## config.mk

```make
export PLATFORM = sky130hd
export DESIGN_NAME = block_pe_sequencer
export DESIGN_NICKNAME = d
export VERILOG_FILES = /design/src/rtl/block_pe_sequencer.sv
export SDC_FILE = /design/constraint.sdc
export NUM_CORES = 1
export LEC_CHECK = 0
export BUFFER_PORTS_ARGS = -buffer_cell sky130_fd_sc_hd__buf_2
export CORE_AREA = 4 4 418 420
export CTS_CLUSTER_DIAMETER = 100
export CTS_CLUSTER_SIZE = 20
export DETAILED_ROUTE_END_ITERATION = 10
export DIE_AREA = 0 0 422 424
export GPL_ROUTABILITY_DRIVEN = 0
export HOLD_SLACK_MARGIN = 0.08
export PLACE_DENSITY = 0.34
export SLEW_MARGIN = 10
export SYNTH_ARGS = -nofsm -noshare
export SYNTH_HDL_FRONTEND = slang
export SYNTH_SLANG_ARGS = --single-unit
```

## constraint.sdc

```tcl
create_clock -name clk_i -period 2.2 [get_ports clk_i]
set_input_delay 0.11 -clock clk_i [delete_from_list [all_inputs] [get_ports clk_i]]
set_output_delay 0.11 -clock clk_i [all_outputs]
set_load 0.005 [all_outputs]
```

## src/rtl/block_pe_sequencer.sv

```systemverilog
// block_pe_sequencer: job controller for one Block_PE tile.
// Clears the PE, gates operand pairs, drains and captures the result.
module block_pe_sequencer #(
  parameter int CNT_W     = 8,
  parameter int DRAIN_CYC = 2,
  parameter int OUT_LAT   = 2
) (
  input  logic                    clk_i,
  input  logic                    rstn,
  input  logic                    cmd_valid,
  output logic                    cmd_ready,
  input  logic [1:0]              cmd_prec_mode,
  input  logic [1:0]              cmd_FP_mode,
  input  logic [1:0]              cmd_prec_mode_quan,
  input  logic [1:0]              cmd_FP_mode_quan,
  input  logic [CNT_W-1:0]        cmd_num_blocks,
  input  logic                    op_valid,
  output logic                    op_ready,
  output logic [1:0]              prec_mode,
  output logic [1:0]              FP_mode,
  output logic [1:0]              prec_mode_quan,
  output logic [1:0]              FP_mode_quan,
  output logic                    A_valid,
  output logic                    B_valid,
  input  logic                    A_ready,
  input  logic                    B_ready,
  output logic                    send_output,
  output logic                    pe_clear,
  input  logic [0:7][0:7][7:0]    Out,
  input  logic [7:0]              shared_exp_out,
  output logic                    res_valid,
  input  logic                    res_ready,
  output logic [0:7][0:7][7:0]    res_data,
  output logic [7:0]              res_exp,
  output logic                    busy
);

  localparam int TMAX =
    (DRAIN_CYC > OUT_LAT + 1) ? DRAIN_CYC : OUT_LAT + 1;
  localparam int TW = $clog2(TMAX + 1);

  localparam logic [TW-1:0] DRAIN_END = TW'(DRAIN_CYC - 1);
  localparam logic [TW-1:0] SEND_END  = TW'(OUT_LAT);
  localparam logic [TW-1:0] T_ONE     = TW'(1);
  localparam logic [CNT_W-1:0] C_ONE  = {{(CNT_W-1){1'b0}}, 1'b1};

  typedef enum logic [2:0] {
    S_IDLE,
    S_CLEAR,
    S_FEED,
    S_DRAIN,
    S_SEND,
    S_RESULT
  } state_t;

  state_t           state_q;
  state_t           state_d;
  logic [CNT_W-1:0] rem_q;
  logic [CNT_W-1:0] rem_d;
  logic [TW-1:0]    tmr_q;
  logic [TW-1:0]    tmr_d;
  logic             accept;
  logic             capture;
  logic             fire;

  // next-state, counters and handshake gating
  always_comb begin
    state_d   = state_q;
    rem_d     = rem_q;
    tmr_d     = tmr_q;
    accept    = 1'b0;
    capture   = 1'b0;
    fire      = 1'b0;
    cmd_ready = 1'b0;
    op_ready  = 1'b0;
    A_valid   = 1'b0;
    B_valid   = 1'b0;
    unique case (state_q)
      S_IDLE: begin
        cmd_ready = rstn;
        if (cmd_valid) begin
          accept  = 1'b1;
          rem_d   = cmd_num_blocks;
          state_d = S_CLEAR;
        end
      end
      S_CLEAR: begin
        tmr_d   = '0;
        state_d = (rem_q == '0) ? S_DRAIN : S_FEED;
      end
      S_FEED: begin
        A_valid  = op_valid;
        B_valid  = op_valid;
        op_ready = A_ready & B_ready;
        fire     = op_valid & A_ready & B_ready;
        if (fire) begin
          rem_d = rem_q - C_ONE;
          if (rem_q == C_ONE) begin
            tmr_d   = '0;
            state_d = S_DRAIN;
          end
        end
      end
      S_DRAIN: begin
        tmr_d = tmr_q + T_ONE;
        if (tmr_q == DRAIN_END) begin
          tmr_d   = '0;
          state_d = S_SEND;
        end
      end
      S_SEND: begin
        tmr_d = tmr_q + T_ONE;
        if (tmr_q == SEND_END) begin
          capture = 1'b1;
          state_d = S_RESULT;
        end
      end
      S_RESULT: begin
        if (res_ready) state_d = S_IDLE;
      end
      default: state_d = S_IDLE;
    endcase
  end

  // state, counters and state-decoded registered strobes
  always_ff @(posedge clk_i or negedge rstn) begin
    if (!rstn) begin
      state_q     <= S_IDLE;
      rem_q       <= '0;
      tmr_q       <= '0;
      pe_clear    <= 1'b0;
      send_output <= 1'b0;
      res_valid   <= 1'b0;
    end else begin
      state_q     <= state_d;
      rem_q       <= rem_d;
      tmr_q       <= tmr_d;
      pe_clear    <= (state_d == S_CLEAR);
      send_output <= (state_d == S_SEND);
      res_valid   <= (state_d == S_RESULT);
    end
  end

  // job modes latch on command accept only
  always_ff @(posedge clk_i or negedge rstn) begin
    if (!rstn) begin
      prec_mode      <= 2'b00;
      FP_mode        <= 2'b00;
      prec_mode_quan <= 2'b00;
      FP_mode_quan   <= 2'b00;
    end else if (accept) begin
      prec_mode      <= cmd_prec_mode;
      FP_mode        <= cmd_FP_mode;
      prec_mode_quan <= cmd_prec_mode_quan;
      FP_mode_quan   <= cmd_FP_mode_quan;
    end
  end

  // result capture at the end of the last send cycle
  always_ff @(posedge clk_i or negedge rstn) begin
    if (!rstn) begin
      res_data <= '0;
      res_exp  <= '0;
    end else if (capture) begin
      res_data <= Out;
      res_exp  <= shared_exp_out;
    end
  end

  assign busy = (state_q != S_IDLE);

endmodule

```

---- Word-level counts from Yosys, hierarchy flattened ----
Index checks and enable logic that the tools add are counted.
storage, ports and cells
  flip-flop bits (word level) ............. 544
  input port bits ......................... 543
  output and inout port bits .............. 536
  logic and storage cells ................. 123
cells by class
  add/sub/neg operators ................... 2
  equality and inequality tests ........... 14
  multiplexer cells ....................... 22
  bitwise logic cells ..................... 3
  reductions and logical operators ........ 7
operator list
  kind                                                  number
  2-to-1 mux 3 bit                                      6
  one-hot mux 3 bit (6 select lines)                    1
  2-to-1 mux 8 bit                                      2
  one-hot mux 8 bit (2 select lines)                    1
  equality test 3 bit (second input constant)           4
  equality test 8 x 1 -> 1 bit (second input constant)  1
  zero test 8 bit                                       1
  2-to-1 mux 1 bit                                      8
  one-hot mux 2 bit (4 select lines)                    1
  subtractor 8 x 1 -> 8 bit (second input constant)     1
  equality test 3 x 1 -> 1 bit (second input constant)  2
  equality test 3 x 2 -> 1 bit (second input constant)  2
  2-to-1 mux 2 bit                                      3
  inequality test 2 bit (second input constant)         3
  AND reduction 3 bit                                   2
  nonzero test 4 bit                                    1
  bitwise AND 1 bit                                     3
  zero test 3 bit                                       1
  nonzero test 3 bit                                    1
  adder 2 x 1 -> 2 bit (second input constant)          1
  equality test 2 x 1 -> 1 bit (second input constant)  1
  equality test 2 bit (second input constant)           1
  nonzero test 2 bit                                    1

---- Logic depth before layout (Yosys ltp) ----
  depth after elaboration ................. 5
  mapped depth ............................ 7
  depth with buffers taken out ............ 6

---- Worst setup path after synthesis ----
No wires, ideal clock.
  path type ............................... flip-flop to flip-flop
  from .................................... reg rem_q[0]
  to ...................................... reg rem_q[6]
  setup time .............................. 0.139 ns
  arrival ................................. 1.558 ns
  required time ........................... 2.061 ns
  setup slack ............................. 0.503 ns
  cell stages (with the launch flop) ...... 7
  buffers on the path ..................... 0
  period minus slack after synthesis ...... 1.697 ns
  path through ............................ dfrtp_1 -> inv_1 -> ha_1 -> or3b_2 -> o31a_1 -> o21ai_0 -> o21ai_0
on the way
  longest elaborated chain between the ends .. 3
ends and longest elaborated chain
  element                             line  RTL
  start, declared                     58    logic [CNT_W-1:0] rem_q;
  start signal, assigned              136   rem_q <= rem_d;
  subtractor 8 x 1 -> 8 bit           97    rem_d = rem_q - C_ONE;
  2-to-1 mux 8 bit                    96    if (fire) begin
  one-hot mux 8 bit (2 select lines)  78    unique case (state_q)
No other way between the ends. The select of a mux whose other input is x is not followed.
A chain may end at the register's enable or synchronous reset.

---- Worst setup path after layout ----
  from .................................... reg state_q[0]
  to ...................................... reg rem_q[5]
on the way
  longest elaborated chain between the ends .. 3
  elaborated cells between the ends (all ways) .. 7
  those cells by class .................... eq/ne (3); mux (1); reduce/logical (3)
ends and longest elaborated chain
  element                                                                              line  RTL
  start, declared                                                                      56    state_t state_q;
  start signal, assigned                                                               135   state_q <= state_d;
  equality test 3 x 2 -> 1 bit / zero test 3 bit (equally long branches)               78
  inequality test 2 bit (no source line) / nonzero test 2 bit (equally long branches)  --
  AND reduction 3 bit (no source line)                                                 --
Several ways; a longest one is shown, not always the timed one.

==> reports/results.tsv <==
stage	metric	value	unit
worst_setup_path	reg2reg_slack	120	ps
logic_synthesis	yosysWarnings	0	
die	die_w	422	microns
worst_setup_path	worst-setup-path-type	reg2reg	
clocking	clkTransAtPathRegs	90	ps
detailed_routing	drt_iter0_markers	642	
logic_synthesis	synth_cells	1232	
global_routing	grt_pass1_wl	146000	microns
detailed_routing	ant_nets	0	
clocking	cts_buffers	40	
die	die_area	179000	sq um
global_routing	grt_max_degree	75	
logic_synthesis	netlist_area	23200	sq um
power_and_ir_drop	ir_drop	0.418	mV
sta	layout_setup_ws	122	ps
worst_setup_path	crit_start	state_q[0]	
sta	fin_setup_tns	0	ps
global_routing	grt_usage	0.113	
detailed_routing	wl	105000	microns
power_and_ir_drop	power_density	657	nW/um^2
place	port_buffers	1078	
hold_path	hold_depth	4	
detailed_routing	route.detailed.drc	0	
final_layout	drive_above_1_share	0.597	
worst_setup_path	r2r-end	rem_q[5]	
logic_synthesis	async_reset_ff_frac	1.00	
sta	fin_crit	2080	ps
sta	timing.fmax	0.481	GHz
logic_synthesis	ys_types	45	
logic_synthesis	synthMuxAreaShare	0.337	
clocking	cts-root-buf	clkbuf_16	
logic_synthesis	synth-edff-count	0	
sta	rsz0062_at_grt	false	
clocking	clkLatencyLatePin	620	ps
die	ioPinCount	1079	
detailed_routing	top_layer_used	met4	
detailed_routing	route.met2.wl	52900	microns
detailed_routing	drt-pass1-iter-count	4	
hold_path	hp-start	B_ready	
sta	relSlewSlack	0.677	
worst_setup_path	path_max_fanout	11	
clocking	cts_tree	done	
detailed_routing	vias	16800	
detailed_routing	wl_met1	42700	microns
power_and_ir_drop	leakagePower	19.5	nW
clocking	cts_buffer_depth	3	
worst_setup_path	ff2ff_path_depth	7	
die	core_area	171000	sq um
detailed_routing	wl_met3	6680	microns
worst_setup_path	cp-end-kind	flip-flop	
sta	tightestPinTransition	484	ps
run_status	status	complete, no violations	
run	drv_cap	0	
sta	maxSlewViolCount	0	
logic_synthesis	synth-compound-area-share	0.0106	
sta	finalHoldViolations	0	
final_layout	multi_input_area	8440	sq um
logic_synthesis	synth_nets	1781	
place	hpwl	83400	microns
final_layout	layout_commonest_cell	buf_2	
logic_synthesis	synth_adder_area_share	0.00323	
clocking	htree_num_levels	2	
place	dp_slack	136	ps
logic_synthesis	synth.avg_cell_area	18.9	sq um
final_layout	syn_to_final_growth	62.5	%
detailed_routing	wl_per_cell	20.4	microns
logic_synthesis	synth_top_family_by_area	multiplexers	
logic_synthesis	synth_simple_gate_area_frac	0.0118	
logic_synthesis	synth_xor_area_frac	0	
sta	setup_violations	0	
worst_setup_path	r2r_start	state_q[0]	
logic_synthesis	synth_flop_cell	dfrtp_1	
detailed_routing	via_per_inst	3.25	
hold_path	holdCritPathClass	in2reg	
final_layout	fill_cells	18300	
final_layout	final_cell_mix	buf_2, dfrtp_1, dlygate4sd3_1	
worst_setup_path	start_kind	flip-flop	
global_routing	overflow	0	
global_routing	antenna_found_initial	15	
die	rows	152	
worst_setup_path	cp.required	2710	ps
power_and_ir_drop	power.total	24.8	mW
sta	fin_crit_sh	0.945	
final_layout	seqCellArea	13600	sq um
worst_setup_path	critPathArrivalTime	2590	ps
logic_synthesis	yosysSeqAreaShare	0.586	
global_routing	grt_pass1_vias	18800	
sta	finClkSkew	42.7	ps
die	initial_core_util	0.136	
logic_synthesis	ys_ff_latch	544	
die	die_h	424	microns
final_layout	fin_nets	3440	
clocking	cts.sinks	544	
hold_path	min_to	rem_q[0]	
-- per-stage QoR --
step	area (sq um)	util	std cells	hold slack, ps
2_1_floorplan	23200	-	1232	-186
3_3_place_gp	31000	0.181	4534	182
3_5_place_dp	31000	0.181	4534	171
4_1_cts	37700	0.220	5141	139
5_1_grt	37800	0.221	5155	174
6_report	37800	0.221	5163	217
-- worst max path at each step --
stage	endpoint	slack (ps)	cells after the start
2_1_floorplan	rem_q[6]	500	6
3_3_place_gp	res_data[467]	150	6
3_5_place_dp	res_data[470]	140	6
4_1_cts	cmd_ready	30	4
5_1_grt	rem_q[7]	20	7
6_report	rem_q[5]	120	7
-- cell usage after synthesis, types with 3 or more instances --
master    number  area, sq um
o21ai_0        9         45.0
nor2_1         8         30.0
nor3_1         4         20.0
nand2b_1       3         18.8
mux2_4       500         7510
buf_12        55         1100
mux2_2        28          315
ha_1           6         75.1
nand2_1        7         26.3
buf_2          4         20.0
nand3_1        3         15.0
inv_1         10         37.5
buf_4          4         30.0
a21oi_1       11         55.1
dfrtp_1      544        13600
-- worst max-delay path, cell delays in order (launching register included) --
cell           delay, ps
dfrtp_1              420
buf_4                200
nor3b_4              220
buf_4                200
nand2_1               60
o32ai_1              220
a21oi_1              100
dlygate4sd3_1        550
-- routing by layer --
| layer | track usage | vias to the layer above |
|---|---|---|
| met2 | 0.196 | 547 |
| met5 | 0 | - |
| met3 | 0.0313 | 133 |
| met1 | 0.134 | 8411 |
| met4 | 0.0372 | 0 |
| li1 | - | 7667 |
-- power by group --
| group | leakage, nW | total [mW] | internal [mW] | switching (mW) |
|---|---|---|---|---|
| Combinational | 11.3 | 5.25 | 3.08 | 2.18 |
| Sequential | 7.56 | 11.6 | 11.0 | 0.665 |
| Clock | 0.609 | 7.95 | 3.60 | 4.35 |
| Total | 19.5 | 24.8 | 17.6 | 7.19 |
-- final cells by class --
type	count	share of cell area
Antenna cell	20	0.00132
Clock buffer	44	0.0277
Clock inverter	17	0.00540
Inverter	10	0.000994
Multi-Input combinational cell	613	0.223
Sequential cell	544	0.360
Tap cell	2233	0.0740
Timing Repair Buffer	1682	0.307
-- cell families after synthesis --
kind of cell | Yosys count
AOI/OAI and AO/OA | 37
adders and majority gates | 6
buffers and inverters | 75
DFF | 544
muxes | 528
and+or+nand+nor | 42
-- flip-flops by register name, summed over array words and instances (netlist names) --
register and cells:
res_data 512, rem_q 8, res_exp 8, state_q 3
FP_mode 2, FP_mode_quan 2, prec_mode 2, prec_mode_quan 2
tmr_q 2, pe_clear 1, res_valid 1, send_output 1
-- timing repair --
item                                     CTS  global route
hold buffers                             545             0
endpoints found under the hold margin   1083             0
resized for setup                          0             4
endpoints found under the setup margin     2             3
buffers inserted                           1             2
pin swaps                                  1             0
Power figures use the tool's default switching activity.
